File: src/rtl/cache_bus_arbiter.sv
// Round-robin arbiter merging icache/dcache request channels onto one memory port, one transaction in flight.
// Optional return watchdog enabled by defining CACHE_BUS_ARB_TIMEOUT_EN.
module cache_bus_arbiter #(
    parameter int ADDR_W  = 64,
    parameter int DATA_W  = 128,
    parameter int ID_W    = 8,
    parameter int ERR_W   = 4,
    parameter int TMO_CYC = 256
) (
    input  logic              clk_i,
    input  logic              srst_i,
    // icache request channel
    input  logic              ic_req_valid_i,
    output logic              ic_req_full_o,
    input  logic [ADDR_W-1:0] ic_req_addr_i,
    input  logic [ID_W-1:0]   ic_req_id_i,
    input  logic [4:0]        ic_req_opcode_i,
    input  logic [4:0]        ic_req_funct_i,
    input  logic [DATA_W-1:0] ic_req_wdata_i,
    input  logic              ic_req_ci_i,
    input  logic              ic_req_wt_i,
    input  logic [ERR_W-1:0]  ic_req_error_i,
    // dcache request channel
    input  logic              dc_req_valid_i,
    output logic              dc_req_full_o,
    input  logic [ADDR_W-1:0] dc_req_addr_i,
    input  logic [ID_W-1:0]   dc_req_id_i,
    input  logic [4:0]        dc_req_opcode_i,
    input  logic [4:0]        dc_req_funct_i,
    input  logic [DATA_W-1:0] dc_req_wdata_i,
    input  logic              dc_req_ci_i,
    input  logic              dc_req_wt_i,
    input  logic [ERR_W-1:0]  dc_req_error_i,
    // master return channels
    output logic              ic_rtn_valid_o,
    output logic [ID_W-1:0]   ic_rtn_id_o,
    output logic [ERR_W-1:0]  ic_rtn_error_o,
    output logic              ic_rtn_mmio_o,
    output logic [DATA_W-1:0] ic_rtn_rdata_o,
    output logic              dc_rtn_valid_o,
    output logic [ID_W-1:0]   dc_rtn_id_o,
    output logic [ERR_W-1:0]  dc_rtn_error_o,
    output logic              dc_rtn_mmio_o,
    output logic [DATA_W-1:0] dc_rtn_rdata_o,
    // memory side
    output logic              mem_req_valid_o,
    input  logic              mem_req_full_i,
    output logic [ADDR_W-1:0] mem_req_addr_o,
    output logic [ID_W-1:0]   mem_req_id_o,
    output logic [4:0]        mem_req_opcode_o,
    output logic [4:0]        mem_req_funct_o,
    output logic [DATA_W-1:0] mem_req_wdata_o,
    output logic              mem_req_ci_o,
    output logic              mem_req_wt_o,
    output logic [ERR_W-1:0]  mem_req_error_o,
    input  logic              mem_rtn_valid_i,
    input  logic [ID_W-1:0]   mem_rtn_id_i,
    input  logic [ERR_W-1:0]  mem_rtn_error_i,
    input  logic              mem_rtn_mmio_i,
    input  logic [DATA_W-1:0] mem_rtn_rdata_i,
    output logic              stray_rtn_o,
    output logic [1:0]        state_o
);

    // Handshake: a request transfers in any cycle where valid=1 and full=0
    // (both on the request side and on the memory side); returns have no backpressure.
    typedef enum logic [1:0] {
        IDLE  = 2'd0,
        ISSUE = 2'd1,
        WAIT  = 2'd2
    } state_t;

    state_t state_q, state_d;
    logic   last_dc_q;
    logic   owner_dc_q;
    logic   ic_win, dc_win, accept;

    logic              rtn_fire;
    logic [ID_W-1:0]   rtn_id_n;
    logic [ERR_W-1:0]  rtn_error_n;
    logic              rtn_mmio_n;
    logic [DATA_W-1:0] rtn_rdata_n;

`ifdef CACHE_BUS_ARB_TIMEOUT_EN
    localparam int CNT_W = $clog2(TMO_CYC + 1);
    logic [CNT_W-1:0] tmo_cnt_q;
`endif

    always_comb begin
        state_d     = state_q;
        ic_win      = 1'b0;
        dc_win      = 1'b0;
        rtn_fire    = 1'b0;
        rtn_id_n    = mem_rtn_id_i;
        rtn_error_n = mem_rtn_error_i;
        rtn_mmio_n  = mem_rtn_mmio_i;
        rtn_rdata_n = mem_rtn_rdata_i;
        case (state_q)
            IDLE: begin
                // On a tie the master that did not win last time goes first.
                ic_win = ic_req_valid_i & (~dc_req_valid_i | last_dc_q);
                dc_win = dc_req_valid_i & (~ic_req_valid_i | ~last_dc_q);
                if (ic_win | dc_win) state_d = ISSUE;
            end
            ISSUE: begin
                if (!mem_req_full_i) state_d = WAIT;
            end
            WAIT: begin
                if (mem_rtn_valid_i) begin
                    rtn_fire = 1'b1;
                    state_d  = IDLE;
                end
`ifdef CACHE_BUS_ARB_TIMEOUT_EN
                else if (tmo_cnt_q == CNT_W'(TMO_CYC - 1)) begin
                    rtn_fire    = 1'b1;
                    rtn_id_n    = mem_req_id_o;
                    rtn_error_n = '1;
                    rtn_mmio_n  = 1'b0;
                    rtn_rdata_n = '0;
                    state_d     = IDLE;
                end
`endif
            end
            default: state_d = IDLE;
        endcase
    end

    assign accept          = ic_win | dc_win;
    assign ic_req_full_o   = ~ic_win;
    assign dc_req_full_o   = ~dc_win;
    assign mem_req_valid_o = (state_q == ISSUE);
    assign state_o         = state_q;

    always_ff @(posedge clk_i) begin
        if (srst_i) begin
            state_q          <= IDLE;
            last_dc_q        <= 1'b1;
            owner_dc_q       <= 1'b0;
            mem_req_addr_o   <= '0;
            mem_req_id_o     <= '0;
            mem_req_opcode_o <= '0;
            mem_req_funct_o  <= '0;
            mem_req_wdata_o  <= '0;
            mem_req_ci_o     <= 1'b0;
            mem_req_wt_o     <= 1'b0;
            mem_req_error_o  <= '0;
            ic_rtn_valid_o   <= 1'b0;
            ic_rtn_id_o      <= '0;
            ic_rtn_error_o   <= '0;
            ic_rtn_mmio_o    <= 1'b0;
            ic_rtn_rdata_o   <= '0;
            dc_rtn_valid_o   <= 1'b0;
            dc_rtn_id_o      <= '0;
            dc_rtn_error_o   <= '0;
            dc_rtn_mmio_o    <= 1'b0;
            dc_rtn_rdata_o   <= '0;
            stray_rtn_o      <= 1'b0;
        end else begin
            state_q        <= state_d;
            ic_rtn_valid_o <= 1'b0;
            dc_rtn_valid_o <= 1'b0;
            // Any return not expected in WAIT is dropped and flagged.
            stray_rtn_o    <= mem_rtn_valid_i && (state_q != WAIT);
            if (accept) begin
                owner_dc_q       <= dc_win;
                last_dc_q        <= dc_win;
                mem_req_addr_o   <= dc_win ? dc_req_addr_i   : ic_req_addr_i;
                mem_req_id_o     <= dc_win ? dc_req_id_i     : ic_req_id_i;
                mem_req_opcode_o <= dc_win ? dc_req_opcode_i : ic_req_opcode_i;
                mem_req_funct_o  <= dc_win ? dc_req_funct_i  : ic_req_funct_i;
                mem_req_wdata_o  <= dc_win ? dc_req_wdata_i  : ic_req_wdata_i;
                mem_req_ci_o     <= dc_win ? dc_req_ci_i     : ic_req_ci_i;
                mem_req_wt_o     <= dc_win ? dc_req_wt_i     : ic_req_wt_i;
                mem_req_error_o  <= dc_win ? dc_req_error_i  : ic_req_error_i;
            end
            if (rtn_fire) begin
                if (owner_dc_q) begin
                    dc_rtn_valid_o <= 1'b1;
                    dc_rtn_id_o    <= rtn_id_n;
                    dc_rtn_error_o <= rtn_error_n;
                    dc_rtn_mmio_o  <= rtn_mmio_n;
                    dc_rtn_rdata_o <= rtn_rdata_n;
                end else begin
                    ic_rtn_valid_o <= 1'b1;
                    ic_rtn_id_o    <= rtn_id_n;
                    ic_rtn_error_o <= rtn_error_n;
                    ic_rtn_mmio_o  <= rtn_mmio_n;
                    ic_rtn_rdata_o <= rtn_rdata_n;
                end
            end
        end
    end

`ifdef CACHE_BUS_ARB_TIMEOUT_EN
    always_ff @(posedge clk_i) begin
        if (srst_i) begin
            tmo_cnt_q <= '0;
        end else if (state_q == ISSUE) begin
            tmo_cnt_q <= '0;
        end else if (state_q == WAIT) begin
            tmo_cnt_q <= tmo_cnt_q + 1'b1;
        end
    end
`endif

`ifndef SYNTHESIS
    always_ff @(posedge clk_i) begin
        if (!srst_i && accept &&
            $isunknown(dc_win ? {dc_req_ci_i, dc_req_wt_i} : {ic_req_ci_i, ic_req_wt_i}))
            $error("cache_bus_arbiter: accepted request with unknown ci/wt");
    end
`endif

endmodule
File: config.mk
export PLATFORM = sky130hd
export DESIGN_NAME = cache_bus_arbiter
export DESIGN_NICKNAME = d
export VERILOG_FILES = /design/src/rtl/cache_bus_arbiter.sv
export SDC_FILE = /design/constraint.sdc
export NUM_CORES = 1
export LEC_CHECK = 0
export ABC_CLOCK_PERIOD_IN_PS = 1700
export CORE_AREA = 2 2 425 427
export DETAILED_ROUTE_END_ITERATION = 6
export DIE_AREA = 0 0 427 429
export GPL_TIMING_DRIVEN = 0
export SLEW_MARGIN = 10
export SYNTH_ARGS = -nofsm -noshare
export SYNTH_HDL_FRONTEND = slang
export SYNTH_SLANG_ARGS = --single-unit
File: constraint.sdc
create_clock -name clk_i -period 1.7 [get_ports clk_i]
set_input_delay 0.255 -clock clk_i [delete_from_list [all_inputs] [get_ports clk_i]]
set_output_delay 0.255 -clock clk_i [all_outputs]
set_load 0.05 [all_outputs]
==> impl_metrics.tcl <==
set metrics [dict create \
    outcome "complete, but fails checks" \
    violations "negative setup slack" \
    grt_pass1_wl_mm 206 \
    slew_headroom 0.455 \
    drc 0 \
    gp_congestion 1.00 \
    synthTopCellsByArea "dfxtp_1 (52%), a21oi_1 (13%), nand2_1 (11%)" \
    die_w_um 427 \
    end_kind "flop" \
    cts_buffer_depth 3 \
    final_util 0.229 \
    fillers 19500 \
    setup_violations 304 \
    drive_gt1_frac 0.379 \
    wl_per_cell_um 26.7 \
    fin_ws_ns -0.287 \
    first_pass_iters 5 \
    io_pins 1085 \
    clkLatencyLatePin_ns 0.68 \
    hold_class "in -> reg" \
    cts_max_level 3 \
    final-max-slew-violation-count 0 \
    dr_total_vias 24000 \
    skew_ns 0.0263 \
    netlist.area_leader.share 0.520 \
    initial_core_util 0.109 \
    antenna_found_initial 56 \
    cap_violations 0 \
    totalWireLength_mm 164 \
    holdWs_ns 0.153 \
    arrival_ns 2.57 \
    dp_cells 5900 \
    yosysWarnings 0 \
    crit_fanout 6 \
    syn_nets 3040 \
    clkTransAtPathRegs_ns 0.06 \
    p_leak_uw 0.0158 \
    yosysUniqueCellTypes 31 \
    synth_top_area_cell "dfxtp_1" \
    final_cells 6161 \
    ys_seq_area_frac 0.520 \
    dpl.hpwl_mm 128 \
    cts_tree "yes" \
    cts_sinks 505 \
    die_h_um 429 \
    worst-setup-path-type "reg -> reg" \
    worst_pin_slew_ns 0.817 \
    yosys_register_bits 505 \
    num_rows 155 \
    vias_per_cell 3.90 \
    period_needed_ns 1.99 \
    holdBufCountCts 0 \
    overflow 0 \
    syn2layout_area_growth_pct 110 \
    rsz0062_at_grt "true" \
    dieArea_mm2 0.183 \
    core_mm2 0.178 \
    syn_inst 2461 \
    startpoint_type "flop" \
    synth_area_mm2 0.0194 \
    io_buffers 1084 \
    required_ns 2.28 \
    power.density_mw_per_mm2 991 \
    grt_max_degree 14 \
    fin_setup_tns_ns -40.84 \
    max_freq_mhz 503 \
    clockRootBuffer "clkbuf_16" \
    grt_pass1_vias 23500 \
    nNetsFinal 4311 \
    ant_nets 0 \
    irDropWorstVdd_v 0.000598 \
    drtIter0Drc 1212 \
    timing.final.crit_share 1.17 \
    finalHoldViolCount 0 \
    syn_avg_cell_area_um2 7.90 \
    track_usage 0.165 \
    cts_buffers 67 \
]
-- layer usage --
metal | up-vias | global-route usage | part of all wire | routed length (µm)
li1 | 10900 | - | - | -
met1 | 11700 | 0.165 | 0.34 | 55200
met2 | 1073 | 0.296 | 0.52 | 84600
met3 | 309 | 0.0656 | 0.097 | 15900
met4 | 30 | 0.0809 | 0.051 | 8360
met5 | - | 0 | 0.0013 | 208
-- where the power goes --
part           switching, µW  internal [µW]  total [µW]
logic                   6740           4400       11100
clock network           6400           9930       16300
registers                484          12500       13000
total                  13600          26800       40400
-- state kept, by name, summed over array words and instances, names as in the netlist, 2 cells and up --
name	flops
dc_rtn_rdata_o	128
ic_rtn_rdata_o	128
mem_req_wdata_o	128
mem_req_addr_o	64
dc_rtn_id_o	8
ic_rtn_id_o	8
mem_req_id_o	8
mem_req_funct_o	5
mem_req_opcode_o	5
dc_rtn_error_o	4
ic_rtn_error_o	4
mem_req_error_o	4
state_o	2
-- cell type report --
cell class                 instances  area, µm²  area share
timing repair buffer            1213      11100       0.272
multi-input combinational       1524      11100       0.271
sequential                       505      10100       0.248
tap                             2355       2950      0.0722
buffer                           203       2210      0.0542
clock buffer                      87       1890      0.0464
inverter                         218        818      0.0201
clock inverter                    33        588      0.0144
antenna                           23       57.6     0.00141
-- synthesized netlist by cell type (all sizes together) --
master and number:
a211oi 2, a21bo 1, a21boi 1, a21oi 499, a22oi 2, and4b 1, buf 128, clkbuf 86
dfxtp 505, inv 218, nand2 567, nand2b 1, nand3 2, nand4b 1, nand4bb 1, nor2 221
nor2b 2, nor3 1, nor4bb 1, o211ai 1, o21ai 2, o32ai 215, or2 2, or3b 1
-- cell families (layout without fill, tap and decap cells) --
kind of cell,Yosys count,after routing,synth area share
buffers and inverters,432,1754,0.0926
and+or+nand+nor,801,801,0.158
DFF,505,505,0.520
other,0,23,0
AOI/OAI and AO/OA,723,723,0.229
-- placed cells by master (no fill, tap or decap), types with 106 or more instances in the layout --
cell and n:
a21oi_1 319, o32ai_2 157, clkdlybuf4s50_1 578, nor2_1 219, dfxtp_1 489, clkbuf_16 106, buf_2 387, inv_1 218
a21oi_2 168, nand2_1 480, buf_4 128
-- path summary, 6_finish.rpt --
| check | startpoint | endpoint | slack [ns] | cells past startpoint |
|---|---|---|---|---|
| max | state_o[1] | mem_req_wdata_o[55] | -0.29 | 10 |
| min | mem_rtn_rdata_i[118] | dc_rtn_rdata_o[118] | 0.15 | 3 |
| min reg2reg | ic_rtn_rdata_o[88] | ic_rtn_rdata_o[88] | 0.45 | 2 |
| max reg2reg | state_o[1] | mem_req_wdata_o[55] | -0.29 | 10 |
-- worst max-delay path: stages, from the launching register on --
cell and delay (ns):
dfxtp_2 0.33, buf_6 0.13, nor2_4 0.16, buf_12 0.12, nand3_4 0.14, buf_12 0.19, buf_16 0.14, buf_16 0.15
buf_12 0.15, clkbuf_16 0.16, o32ai_4 0.20
-- per-stage QoR --
step / cell area, µm² / total power, µW / setup slack (ns)
6_report: 40800 / 40400 / -0.287
5_1_grt: 40800 / 41800 / -0.379
4_1_cts: 38000 / 39500 / -0.379
3_5_place_dp: 33200 / 21700 / -1.74
3_3_place_gp: 33200 / 21700 / -2.11
2_1_floorplan: 19400 / 17200 / 0.0502
-- repair_timing --
item	CTS	global route
cloned	28	24
pin swaps	146	259
setup endpoints to repair	1010	484
gates resized for setup	3208	572
setup buffers	62	36
(Power assumes the default switching activity.)
